### src/rtl/hot_enc_pkg.sv
// Shared types and helpers for the hot-vector to binary-index stream encoder.
package hot_enc_pkg;

   // Encoder personality: one index per vector, or one index per set bit
   typedef enum logic {
      ONEHOT = 1'b0,
      SERIAL = 1'b1
   } hot_enc_mode_e;

   // Stream controller state: IDLE means no beat is being presented
   typedef enum logic {
      IDLE = 1'b0,
      BUSY = 1'b1
   } hot_enc_state_e;

   // Index width for a vector of the given width (a 1-bit vector still needs a 1-bit index)
   function automatic int idx_width(input int width);
      return (width == 1) ? 1 : $clog2(width);
   endfunction

endpackage

### src/rtl/hot_prio_enc.sv
// Combinational priority encoder: reports the index of the lowest (or highest)
// set bit, whether the vector is all zero, and whether more than one bit is set.
module hot_prio_enc
   import hot_enc_pkg::*;
#(
   parameter int WIDTH     = 16,
   parameter bit MSB_FIRST = 1'b0,
   parameter int IDX_WIDTH = idx_width(WIDTH)
) (
   input  logic [WIDTH-1:0]     vec_i,
   output logic [IDX_WIDTH-1:0] idx_o,
   output logic                 empty_o,
   output logic                 multi_o
);

   // Scan so that the bit with the winning priority is the last one written
   always_comb begin
      idx_o = '0;
      if (MSB_FIRST) begin
         for (int i = 0; i < WIDTH; i++) begin
            if (vec_i[i]) idx_o = IDX_WIDTH'(i);
         end
      end else begin
         for (int i = WIDTH - 1; i >= 0; i--) begin
            if (vec_i[i]) idx_o = IDX_WIDTH'(i);
         end
      end
   end

   assign empty_o = ~|vec_i;
   // Clearing the lowest set bit leaves something behind only if two or more were set
   assign multi_o = |(vec_i & (vec_i - WIDTH'(1)));

endmodule

### src/rtl/hot_to_bin_stream.sv
// Registered, handshaked one-hot / multi-hot to binary index encoder.
// ONEHOT mode emits one beat per vector (with a multi-hot error flag);
// SERIAL mode emits one beat per set bit from a residual mask.
// Optional feature: define HOT_TO_BIN_STREAM_COUNT_EN to add cnt_o, the
// popcount of the vector currently being streamed.
module hot_to_bin_stream
   import hot_enc_pkg::*;
#(
   parameter int            WIDTH     = 16,
   parameter hot_enc_mode_e MODE      = SERIAL,
   parameter bit            MSB_FIRST = 1'b0,
   parameter int            IDX_WIDTH = idx_width(WIDTH)
) (
   input  logic                         clk_i,
   input  logic                         rst_i,
   input  logic [WIDTH-1:0]             vec_i,
   input  logic                         valid_i,
   output logic                         ready_o,
   output logic [IDX_WIDTH-1:0]         idx_o,
   output logic                         empty_o,
   output logic                         err_o,
   output logic                         last_o,
   output logic                         valid_o,
`ifdef HOT_TO_BIN_STREAM_COUNT_EN
   output logic [$clog2(WIDTH+1)-1:0]   cnt_o,
`endif
   input  logic                         ready_i
);

   hot_enc_state_e       state_q, state_d;
   logic [WIDTH-1:0]     mask_q, mask_d;
   logic [IDX_WIDTH-1:0] idx_q, idx_d;
   logic                 empty_q, empty_d;
   logic                 err_q, err_d;

   logic [WIDTH-1:0]     enc_vec;
   logic [IDX_WIDTH-1:0] enc_idx;
   logic                 enc_empty;
   logic                 enc_multi;

   logic                 busy;
   logic                 beat_last;
   logic                 out_fire;
   logic                 in_fire;

   // SERIAL walks the residual mask; ONEHOT only ever looks at the incoming vector
   assign enc_vec = (MODE == SERIAL) ? mask_q : vec_i;

   hot_prio_enc #(
      .WIDTH     (WIDTH),
      .MSB_FIRST (MSB_FIRST),
      .IDX_WIDTH (IDX_WIDTH)
   ) u_prio_enc (
      .vec_i   (enc_vec),
      .idx_o   (enc_idx),
      .empty_o (enc_empty),
      .multi_o (enc_multi)
   );

   // Handshake status; ready_o looks only at the output side so it never depends on valid_i
   always_comb begin
      busy      = (state_q == BUSY);
      beat_last = (MODE == SERIAL) ? ~enc_multi : 1'b1;
      out_fire  = busy & ready_i;
      ready_o   = ~busy | (out_fire & beat_last);
      in_fire   = valid_i & ready_o;
   end

   // Next state: retire the current beat, then let a new vector overwrite everything
   always_comb begin
      state_d = state_q;
      mask_d  = mask_q;
      idx_d   = idx_q;
      empty_d = empty_q;
      err_d   = err_q;
      if (out_fire) begin
         mask_d = mask_q & ~(WIDTH'(1) << enc_idx);
         if (beat_last) state_d = IDLE;
      end
      if (in_fire) begin
         state_d = BUSY;
         mask_d  = (MODE == SERIAL) ? vec_i : '0;
         idx_d   = (MODE == SERIAL) ? '0 : enc_idx;
         empty_d = (MODE == SERIAL) ? ~|vec_i : enc_empty;
         err_d   = (MODE == ONEHOT) & enc_multi;
      end
   end

   // State and beat registers; reset drops any beats still pending
   always_ff @(posedge clk_i or posedge rst_i) begin
      if (rst_i) begin
         state_q <= IDLE;
         mask_q  <= '0;
         idx_q   <= '0;
         empty_q <= 1'b0;
         err_q   <= 1'b0;
      end else begin
         state_q <= state_d;
         mask_q  <= mask_d;
         idx_q   <= idx_d;
         empty_q <= empty_d;
         err_q   <= err_d;
      end
   end

   // Outputs are forced to zero whenever no beat is presented
   assign valid_o = busy;
   assign idx_o   = busy ? ((MODE == SERIAL) ? enc_idx : idx_q) : '0;
   assign empty_o = busy & empty_q;
   assign err_o   = busy & err_q;
   assign last_o  = busy & beat_last;

`ifdef HOT_TO_BIN_STREAM_COUNT_EN
   localparam int CNT_WIDTH = $clog2(WIDTH + 1);

   logic [CNT_WIDTH-1:0] cnt_q, cnt_d;

   // Popcount captured at acceptance and held for every beat of that vector
   always_comb begin
      cnt_d = cnt_q;
      if (in_fire) begin
         cnt_d = '0;
         for (int i = 0; i < WIDTH; i++) begin
            cnt_d = cnt_d + CNT_WIDTH'(vec_i[i]);
         end
      end
   end

   // Popcount register
   always_ff @(posedge clk_i or posedge rst_i) begin
      if (rst_i) cnt_q <= '0;
      else       cnt_q <= cnt_d;
   end

   assign cnt_o = busy ? cnt_q : '0;
`endif

endmodule

### config.mk
export PLATFORM = sky130hd
export DESIGN_NAME = hot_to_bin_stream
export DESIGN_NICKNAME = d
export VERILOG_FILES = /design/src/rtl/hot_enc_pkg.sv /design/src/rtl/hot_prio_enc.sv /design/src/rtl/hot_to_bin_stream.sv
export SDC_FILE = /design/constraint.sdc
export NUM_CORES = 1
export LEC_CHECK = 0
export BUFFER_PORTS_ARGS = -buffer_cell sky130_fd_sc_hd__buf_2
export CORE_MARGIN = 2
export CORE_UTILIZATION = 55
export DETAILED_ROUTE_END_ITERATION = 12
export GPL_ROUTABILITY_DRIVEN = 0
export PLACE_DENSITY = 0.79
export SLEW_MARGIN = 40
export SYNTH_ARGS = -nofsm -noshare
export SYNTH_HDL_FRONTEND = slang
export SYNTH_SLANG_ARGS = --single-unit
### constraint.sdc
create_clock -name clk_i -period 5.9 [get_ports clk_i]
set_input_delay 1.18 -clock clk_i [delete_from_list [all_inputs] [get_ports clk_i]]
set_output_delay 1.18 -clock clk_i [all_outputs]
set_load 0.01 [all_outputs]
==> summary.txt, run 1 <==
Run status
  – Status: complete, no violations

CTS
  – Clk slew on worst S/H paths: 0.11 ns
  – Setup repair bufs after CTS: 0
  – Cts hold-fix bufs: 0
  – Longest Clk Path Bufs: 2
  – Clock Sinks: 18
  – CTS root buffer: clkbuf_4
  – H-tree Lvls: 1
  – CTS Buf Count: 3
  – Clk_lat worst skew: 0.30 ns
  – Post_cts resized: 0
  – TritonCTS clock tree: done

Route
  – DRC viols: 0
  – Wirelength, routed: roughly 4100 um
  – Vias per cell: 7.00
  – Via Count: 1609
  – Initial DRT Pass Iterations: 5
  – Post-route ant nets: 0
  – Routed length per instance: roughly 18 um
  – 1st-iter DRT viols: around 130

Cells and area
  – Nets: 221
  – Ant. Diodes: 0
  – Cell Count, Final, Fillers Out: 230
  – Layout area overhead: 9.56%
  – Ratio of cells with drive above 1 in the final layout: 0.225

Logic synthesis
  – Post-Synthesis Net Count: 200
  – Number of enable flip-flop cells after synthesis: 0
  – Commonest cells post-synth: 23 x inv_1, 18 x dfrtp_1, 17 x nand2_1
  – Synth Cell Area: 1490 um2
  – Seq cells post-synth: 18
  – Fraction of registers with async set or reset after synthesis: 1.00
  – Most numerous cell in the Yosys netlist: inv_1
  – Post-synth top area share: 0.302
  – Cell accounting for the most synthesized area: dfrtp_1
  – Synth top area cells: dfrtp_1 30%, inv_1 5.8%, nand2_1 4.3%
  – Syn Inst Count: 180
  – Leading register cell type out of synthesis: dfrtp_1
  – YS warnings: 0
  – Netlist cell types: just over 50
  – Syn avg cell area: 8.29 um2
  – Seq/Total Area, Yosys: 0.302

STA
  – Worst-Margin Slew: 0.741 ns
  – Worst Skew: between 0.002 and 0.003 ns
  – Slew headroom: 0.505
  – Fmax: roughly 270 MHz
  – Final min period: about 3.7 ns
  – Setup TNS: 0 ns
  – Setup-failing EPs final: 0
  – Hold Fails Final Rpt: 0
  – RSZ-0062 raised after global routing: no
  – Final Max Slew Viols: 0
  – Final period util: 0.623

Critical path
  – Max stage delay cell, worst path: dfrtp_1
  – Worst path max stage delay: 0.54 ns
  – CP max FO: 18
  – Crit-path leading delay family: compound AO/OA/AOI/OAI gates
  – CP required: 4.72 ns
  – Crit path launch type: flop
  – Crit-path cells: nor4_2 > nand4_2 > a221oi_4 > a41oi_4 > inv_1 > buf_2
  – WP buf/inv: 2
  – Kind of critical path: reg -> out
  – Crit path capture type: output port
  – Worst EP arrival: between 2 and 3 ns

Power
  – Clock share of power: 0.080
  – VDD IR max: between 400 and 500 uV
  – Power per cell area: around 620 nW/um2
  – Combinational share of power: 0.648
  – Leak: 0.756 nW
  – Reg power frac: 0.272
  – Internal Power: 470 uW
  – Switch Pwr: 546 uW
  – Switching Fraction: 0.537

Worst hold path
  – Worst hold path class: reg -> reg

Global routing
  – First-pass GRT wire length: 6780 um
  – Antenna violations before repair: 0
  – Largest net degree at the start of global routing: 19
  – Total Routing Usage GR: 0.266
  – Total gr overflow: 0
  – Vias in the first global route: 1506

Floorplanning
  – Die width: 56.1 um
  – Die height: approximately 56 um
  – Die ar.: 3150 um2
  – Initial Util: 0.592
  – Placeable Area: between 2000 and 3000 um2
  – I/O pin total: 29
  – Std-Cell Rows: 18

Placed design
  – Dpl hpwl: 3080 um
  – Buffers added on ports: 27
  – Inst Count DP: 226

Run
  – Max_cap viols: 0
[through the flow]
stage	util	setup WS (ns)	instance area [um2]	power (mW)	hold WS [ns]
final	0.648	2.22	1640	1.02	0.673
after global routing	0.648	2.10	1640	1.08	0.702
after CTS	0.648	2.24	1640	0.995	0.670
after detailed placement	0.634	2.58	1600	0.916	0.653
after global placement	0.634	2.68	1600	0.892	0.632
after floorplan	-	2.95	1490	0.754	0.573
[cell type report]
class,instances,area [um2]
Clock buffer,4,36.3
Fill cell,224,887
Inverter,23,86.3
Multi-Input combinational cell,128,890
Sequential cell,18,450
Tap cell,30,37.5
Timing Repair Buffer,27,135
[cells in the final DEF (no fill, tap or decap), types with 2 or more instances in the layout]
master and n:
buf_2 27, inv_1 23, dfrtp_1 18, nand2_1 17, nor2_1 14, nor3_1 12, o31ai_1 8, nor4_1 6
o32ai_1 6, o311ai_0 5, o21ai_0 4, or4_1 4, or3_1 3, o211ai_1 3, a21oi_1 3, nand2b_1 3
o31ai_2 3, clkbuf_4 3, or2_2 2, a41o_1 2, o22ai_1 2, nand3_1 2, o211a_1 2, and2_1 2
[logic make-up (layout without fill, tap and decap cells)]
| group | after synthesis | after routing | synth area share |
|---|---|---|---|
| other cells | 1 | 1 | 0.00251 |
| compound gates | 52 | 52 | 0.315 |
| mux | 1 | 1 | 0.00671 |
| buf+inv | 34 | 54 | 0.102 |
| flops | 18 | 18 | 0.302 |
| simple gates | 74 | 74 | 0.272 |
[per-layer routing]
metal  GRT usage  share of wire  routed length (um)
met1       0.340           0.40                1640
met3      0.0349          0.085                 348
met2       0.425           0.47                1920
met4       0.163          0.049                 200
met5           0              0                   0
[flip-flops by register name (all words and copies together), names as in the netlist]
| register | flops |
|---|---|
| enc_vec | 16 |
| empty_q | 1 |
| valid_o | 1 |
[worst min-delay path, stage by stage (launching register included)]
cell	delay (ns)
dfrtp_1	0.48
nand2_1	0.09
o32ai_1	0.06
[worst paths after layout]
path,end,start,depth (start not counted),slack [ns]
setup / recovery,ready_o,enc_vec[5],6,2.22
hold / removal,enc_vec[10],enc_vec[10],2,0.67
setup reg to reg,valid_o,enc_vec[5],5,3.48
hold reg to reg,enc_vec[10],enc_vec[10],2,0.67
max in group asynchronous,enc_vec[3],rst_i,2,4.46
min in group asynchronous,enc_vec[11],rst_i,2,0.98
[power by group through the flow]
| stage | registers, mW | logic (mW) | clock network, mW |
|---|---|---|---|
| 6_report | 0.277 | 0.659 | 0.0808 |
| 3_3_place_gp | 0.267 | 0.625 | 0 |
| 3_5_place_dp | 0.272 | 0.644 | 0 |
| 5_1_grt | 0.285 | 0.712 | 0.0843 |
| 2_1_floorplan | 0.215 | 0.539 | 0 |
| 4_1_cts | 0.269 | 0.646 | 0.0803 |
Note: power is estimated with default switching activity, not from simulation.
==> run 2, diff against run 1 <==
--- a/config.mk
+++ b/config.mk
@@ -5,6 +5,7 @@
 export SDC_FILE = /design/constraint.sdc
 export NUM_CORES = 1
 export LEC_CHECK = 0
+export ABC_AREA = 1
 export BUFFER_PORTS_ARGS = -buffer_cell sky130_fd_sc_hd__buf_2
 export CORE_MARGIN = 2
 export CORE_UTILIZATION = 55
==> constraint.sdc (replaced) <==
create_clock -name clk_i -period 3.5 [get_ports clk_i]
set_input_delay 0.7 -clock clk_i [delete_from_list [all_inputs] [get_ports clk_i]]
set_output_delay 0.7 -clock clk_i [all_outputs]
set_load 0.01 [all_outputs]
==> run 2 against run 1 <==
Compared with the run above:
- power is 76% higher
- sequential power is 46% higher
- sequential cell count stayed put
- sequential share of layout area is 0.96 points lower
- setup slack worse by 1.5 ns
- hold slack worse by 0.19 ns
- synthesized area is 4.2% higher
- largest power group unchanged
==> summary.txt, run 2 <==
Power
  – Combinational share of power: 0.714
  – VDD IR max: 697 uV
  – Switch Pwr: just over 1 mW
  – Leak: 1.13 nW
  – Clock share of power: 0.060
  – Internal Power: 771 uW
  – Switching Fraction: 0.569
  – Reg power frac: 0.226
  – Power per cell area: 1060 nW/um2

Logic synthesis
  – Netlist cell types: 28
  – Fraction of registers with async set or reset after synthesis: 1.00
  – Post-Synthesis Net Count: 284
  – Synth Cell Area: 1560 um2
  – Seq/Total Area, Yosys: 0.290
  – Syn Inst Count: 264
  – Cell accounting for the most synthesized area: nand2_1
  – Most numerous cell in the Yosys netlist: nand2_1
  – Number of enable flip-flop cells after synthesis: 0
  – Post-synth top area share: 0.316
  – Syn avg cell area: 5.89 um2
  – Seq cells post-synth: 18
  – Leading register cell type out of synthesis: dfrtp_1
  – Commonest cells post-synth: 131 x nand2_1, 36 x inv_1, 21 x nor2_1
  – YS warnings: 0
  – Synth top area cells: nand2_1 32%, dfrtp_1 29%, inv_1 8.7%

Worst hold path
  – Worst hold path class: in -> async

CTS
  – Clk slew on worst S/H paths: ~0.11 ns
  – Setup repair bufs after CTS: 0
  – H-tree Lvls: 1
  – Post_cts resized: 0
  – Longest Clk Path Bufs: 2
  – CTS Buf Count: 3
  – Cts hold-fix bufs: 0
  – CTS root buffer: clkbuf_4
  – Clock Sinks: 18
  – Clk_lat worst skew: 0.30 ns
  – TritonCTS clock tree: done

Cells and area
  – Most frequent cells in the layout: 131 x nand2_1, 36 x inv_1, 27 x buf_2
  – Most common cell after layout, fill and taps aside: nand2_1
  – Filler Cell Count: 270
  – Ant. Diodes: 0
  – Final core occ: 0.625
  – Layout area overhead: 8.93%
  – Ratio of cells with drive above 1 in the final layout: 0.150
  – Nets: ~310
  – Max FFs per register: 16

Critical path
  – Cell with the most instances on the worst path: nand2_1
  – Reg2reg end: enc_vec[1]
  – CP max FO: 19
  – Crit-path leading delay family: simple AND/OR/NAND/NOR gates
  – Max stage delay cell, worst path: dfrtp_1
  – R2R Path Start: enc_vec[4]
  – Worst path max stage delay: 0.44 ns
  – R2r setup slk: roughly 1.3 ns
  – CP required: about 2.8 ns
  – Crit path capture type: output port
  – Worst r2r path cells: 14
  – Crit path launch type: flop
  – Worst EP arrival: 2.09 ns
  – Crit-path cells: nor2_1 > nand2_2 > nor2_4 > nand2_1 > nand2_1 > nand2_1 > nor2_2 > nand4_2 > nand2_4 > buf_2
  – WP buf/inv: 1
  – Kind of critical path: reg -> out

Run
  – Max_cap viols: 0

Floorplanning
  – Die height: about 57 um
  – Die width: 57.2 um
  – I/O pin total: 29
  – Std-Cell Rows: 19
  – Initial Util: 0.574
  – Placeable Area: about 2700 um2
  – Die ar.: 3270 um2

Global routing
  – First-pass GRT wire length: ~6300 um
  – Total Routing Usage GR: 0.242
  – Largest net degree at the start of global routing: 20
  – Total gr overflow: 0
  – Vias in the first global route: roughly 1500
  – Antenna violations before repair: 0

Route
  – Via Count: approximately 1600
  – Initial DRT Pass Iterations: 4
  – Post-route ant nets: 0
  – Wirelength, routed: 3600 um
  – DRC viols: 0
  – Routed length per instance: 11.3 um
  – 1st-iter DRT viols: 51
  – Vias per cell: around 5.0

Run status
  – Status: complete, no violations

STA
  – Hold Fails Final Rpt: 0
  – Worst Skew: 0.00352 ns
  – Worst-Margin Slew: 0.700 ns
  – Slew headroom: 0.533
  – Final period util: 0.796
  – Final Max Slew Viols: 0
  – RSZ-0062 raised after global routing: no
  – Final min period: 2.79 ns
  – Fmax: 359 MHz
  – Setup-failing EPs final: 0
  – Setup TNS: 0 ns

Placed design
  – Buffers added on ports: 27
  – Dpl hpwl: 2770 um
## run 2: layer usage
metal	global-route usage	wire, um	vias to the layer above	share of wire
li1	-	-	847	-
met2	0.384	1580	46	0.44
met4	0.0797	38	0	0.011
met5	0	0	-	0
met1	0.345	1810	696	0.50
met3	0.0272	174	4	0.048
## run 2: worst max-delay path by stage
| stage | to | depth (start not counted) | slack, ns | from |
|---|---|---|---|---|
| 6_report | ready_o | 10 | 0.71 | enc_vec[4] |
| 5_1_grt | ready_o | 10 | 0.52 | enc_vec[6] |
| 4_1_cts | ready_o | 10 | 0.71 | enc_vec[4] |
| 3_5_place_dp | ready_o | 10 | 1.06 | enc_vec[4] |
| 3_3_place_gp | ready_o | 10 | 1.06 | enc_vec[4] |
| 2_1_floorplan | ready_o | 10 | 1.28 | enc_vec[4] |
## run 2: cell type report
type                    instances  area, um2  share of cell area
well taps                      31       38.8              0.0229
multi-input cells             202        903               0.533
clock buffers                   3       22.5              0.0133
inverters                      37        144              0.0849
flip-flops and latches         18        450               0.266
repair buffers                 27        135              0.0798
## run 2: power by group through the flow
stage | logic (mW) | clock network, mW | registers, mW
2_1_floorplan | 1.05 | 0 | 0.379
3_3_place_gp | 1.27 | 0 | 0.404
3_5_place_dp | 1.28 | 0 | 0.406
4_1_cts | 1.28 | 0.108 | 0.401
5_1_grt | 1.48 | 0.116 | 0.417
6_report | 1.28 | 0.108 | 0.404
## run 2: worst reg2reg max path: cells and delay by family, from the launching register on
family / cells / cell delay (ns)
flip-flops: 1 / 0.44
AND/OR/NAND/NOR: 13 / 1.63
buffers and inverters: 1 / 0.09
## run 2: logic make-up after synthesis
kind of cell / after synthesis / share of synthesized area
buf+inv: 44 / 0.130
other cells: 1 / 0.00241
simple gates: 191 / 0.541
flops: 18 / 0.290
compound gates: 10 / 0.0370
## run 2: stage by stage
stage	instances	area [um2]	setup slack, ns	total power [mW]	hold slack (ns)
finish	318	1690	0.713	1.79	0.487
global route	318	1690	0.523	2.01	0.547
CTS	318	1690	0.715	1.79	0.511
detailed placement	315	1670	1.06	1.68	0.484
global placement	315	1670	1.06	1.68	0.475
floorplan	264	1560	1.28	1.42	0.453
==> run 3, diff against run 2 <==
==> constraint.sdc (replaced) <==
create_clock -name clk_i -period 2.9 [get_ports clk_i]
set_input_delay 0.58 -clock clk_i [delete_from_list [all_inputs] [get_ports clk_i]]
set_output_delay 0.58 -clock clk_i [all_outputs]
set_load 0.01 [all_outputs]
==> run 3 against run 2 <==
Compared with the run above:
- non-clock buffer count is the same
- first-iteration DRC count increased by 24%
- sequential share of layout area stayed put
- critical path depth did not move
- cell count stayed put
- die area unchanged
- largest cell class unchanged
- via count decreased by 0.25%
- wire length is 1.2% higher
- cell area stayed put
- critical endpoint unchanged
- critical path type unchanged
- clock power increased by 22%
- power is 21% higher
==> summary.txt, run 3 (synthesized netlist as in run 2, its figures left out) <==
Critical path
  – CP required: 2.32 ns
  – Kind of critical path: reg -> out
  – CP max FO: 19
  – Worst EP arrival: 2.08 ns
  – Crit path launch type: flop
  – Crit path capture type: output port

STA
  – Fmax: 376 MHz
  – Final worst slack: 0.238 ns
  – Setup TNS: 0 ns
  – Worst Skew: roughly 0.0056 ns
  – Final min period: 2.66 ns
  – RSZ-0062 raised after global routing: no
  – Worst-Margin Slew: 0.705 ns
  – Slew headroom: 0.530
  – Final Max Slew Viols: 0
  – Final period util: 0.918
  – Hold slack final: around 0.36 ns
  – Hold Fails Final Rpt: 0
  – Setup-failing EPs final: 0

Route
  – 1st-iter DRT viols: between 60 and 70
  – Post-route ant nets: 0
  – DRC viols: 0
  – Met1 WL: between 1500 and 2000 um
  – Routed length on met2: around 1600 um
  – Vias per cell: 5.00
  – Metal3 WL: 188 um
  – Routed length per instance: between 10 and 15 um
  – Top sig layer: met4
  – Via Count: 1589
  – Wirelength, routed: 3640 um
  – Initial DRT Pass Iterations: 5

Cells and area
  – Most common cell after layout, fill and taps aside: nand2_1
  – Layout area overhead: 8.93%
  – Most frequent cells in the layout: 131 x nand2_1, 36 x inv_1, 27 x buf_2
  – Final core occ: 0.625
  – Max FFs per register: 16
  – Ratio of cells with drive above 1 in the final layout: 0.150
  – Cell Count, Final, Fillers Out: 318
  – Design Area, Final: about 1700 um2
  – Nets: 309
  – Ant. Diodes: 0

Floorplanning
  – Initial Util: 0.574
  – Placeable Area: 2710 um2
  – I/O pin total: 29
  – Die width: 57.2 um
  – Std-Cell Rows: 19
  – Die height: around 57 um
  – Die ar.: 3270 um2

Placed design
  – Buffers added on ports: 27
  – Placed Area: 1670 um2
  – Pre-CTS setup slack: 0.573 ns
  – Inst Count DP: 315
  – Dpl hpwl: between 2000 and 3000 um

CTS
  – Clk_lat worst skew: 0.30 ns
  – TritonCTS clock tree: done
  – CTS Buf Count: 3
  – Cts hold-fix bufs: 0
  – Post_cts resized: 0
  – Longest Clk Path Bufs: 2
  – CTS root buffer: clkbuf_4
  – Setup repair bufs after CTS: 0
  – Clk slew on worst S/H paths: ~0.11 ns
  – Clock Sinks: 18
  – H-tree Lvls: 1

Global routing
  – Antenna violations before repair: 0
  – Vias in the first global route: 1405
  – Largest net degree at the start of global routing: 20
  – Total gr overflow: 0
  – Total Routing Usage GR: 0.243
  – First-pass GRT wire length: ~6300 um

Power
  – Internal Power: 930 uW
  – Leak: 1.13 nW
  – Power per cell area: between 1000 and 1500 nW/um2
  – Clock share of power: 0.061
  – Switching Fraction: 0.569
  – VDD IR max: 853 uV
  – Overall power: approximately 2.2 mW
  – Switch Pwr: 1.23 mW
  – Combinational share of power: 0.713
  – Reg power frac: 0.226

Run status
  – Status: complete, no violations

Run
  – Max_cap viols: 0

Worst hold path
  – Worst hold path class: in -> async
-- run 3: cell counts in the layout (fill, tap and decap cells not counted) --
Identical to the previous run, type by type.
-- run 3: layer usage --
| metal | vias to the layer above | global-route usage |
|---|---|---|
| met3 | 4 | 0.0204 |
| met5 | - | 0 |
| li1 | 850 | - |
| met1 | 691 | 0.350 |
| met2 | 44 | 0.383 |
| met4 | 0 | 0.0930 |
-- run 3: critical path, cell delays in order, from the launching register on --
cell and delay (ns):
dfrtp_1 0.45, nor2_1 0.23, nand2_2 0.12, nor2_4 0.13, nand2_1 0.07, nand2_1 0.08
nand2_1 0.07, nor2_2 0.12, nand4_2 0.11, nand2_4 0.22, buf_2 0.18
-- run 3: layout make-up --
| cell class | count | area [um2] |
|---|---|---|
| clock buffers | 3 | 22.5 |
| fillers | 276 | 1020 |
| inverters | 37 | 144 |
| multi-input cells | 202 | 903 |
| flip-flops and latches | 18 | 450 |
| well taps | 31 | 38.8 |
| repair buffers | 27 | 135 |
-- run 3: path summary, 6_finish.rpt --
| path | cells after the start | start | to | slack (ns) |
|---|---|---|---|---|
| setup / recovery | 10 | enc_vec[6] | ready_o | 0.24 |
| min in group clk_i | 2 | empty_q | empty_q | 0.51 |
| setup reg to reg | 14 | enc_vec[6] | enc_vec[12] | 0.65 |
| hold reg to reg | 2 | empty_q | empty_q | 0.51 |
| hold / removal | 2 | rst_i | enc_vec[1] | 0.36 |
| max in group asynchronous | 2 | rst_i | enc_vec[7] | 2.08 |
-- run 3: power by group through the flow --
stage	Clock (mW)	Combinational (mW)	Sequential, mW
after floorplan	0	1.26	0.457
after global placement	0	1.54	0.488
after detailed placement	0	1.55	0.491
after CTS	0.129	1.55	0.485
after global routing	0.141	1.77	0.506
final	0.132	1.54	0.489
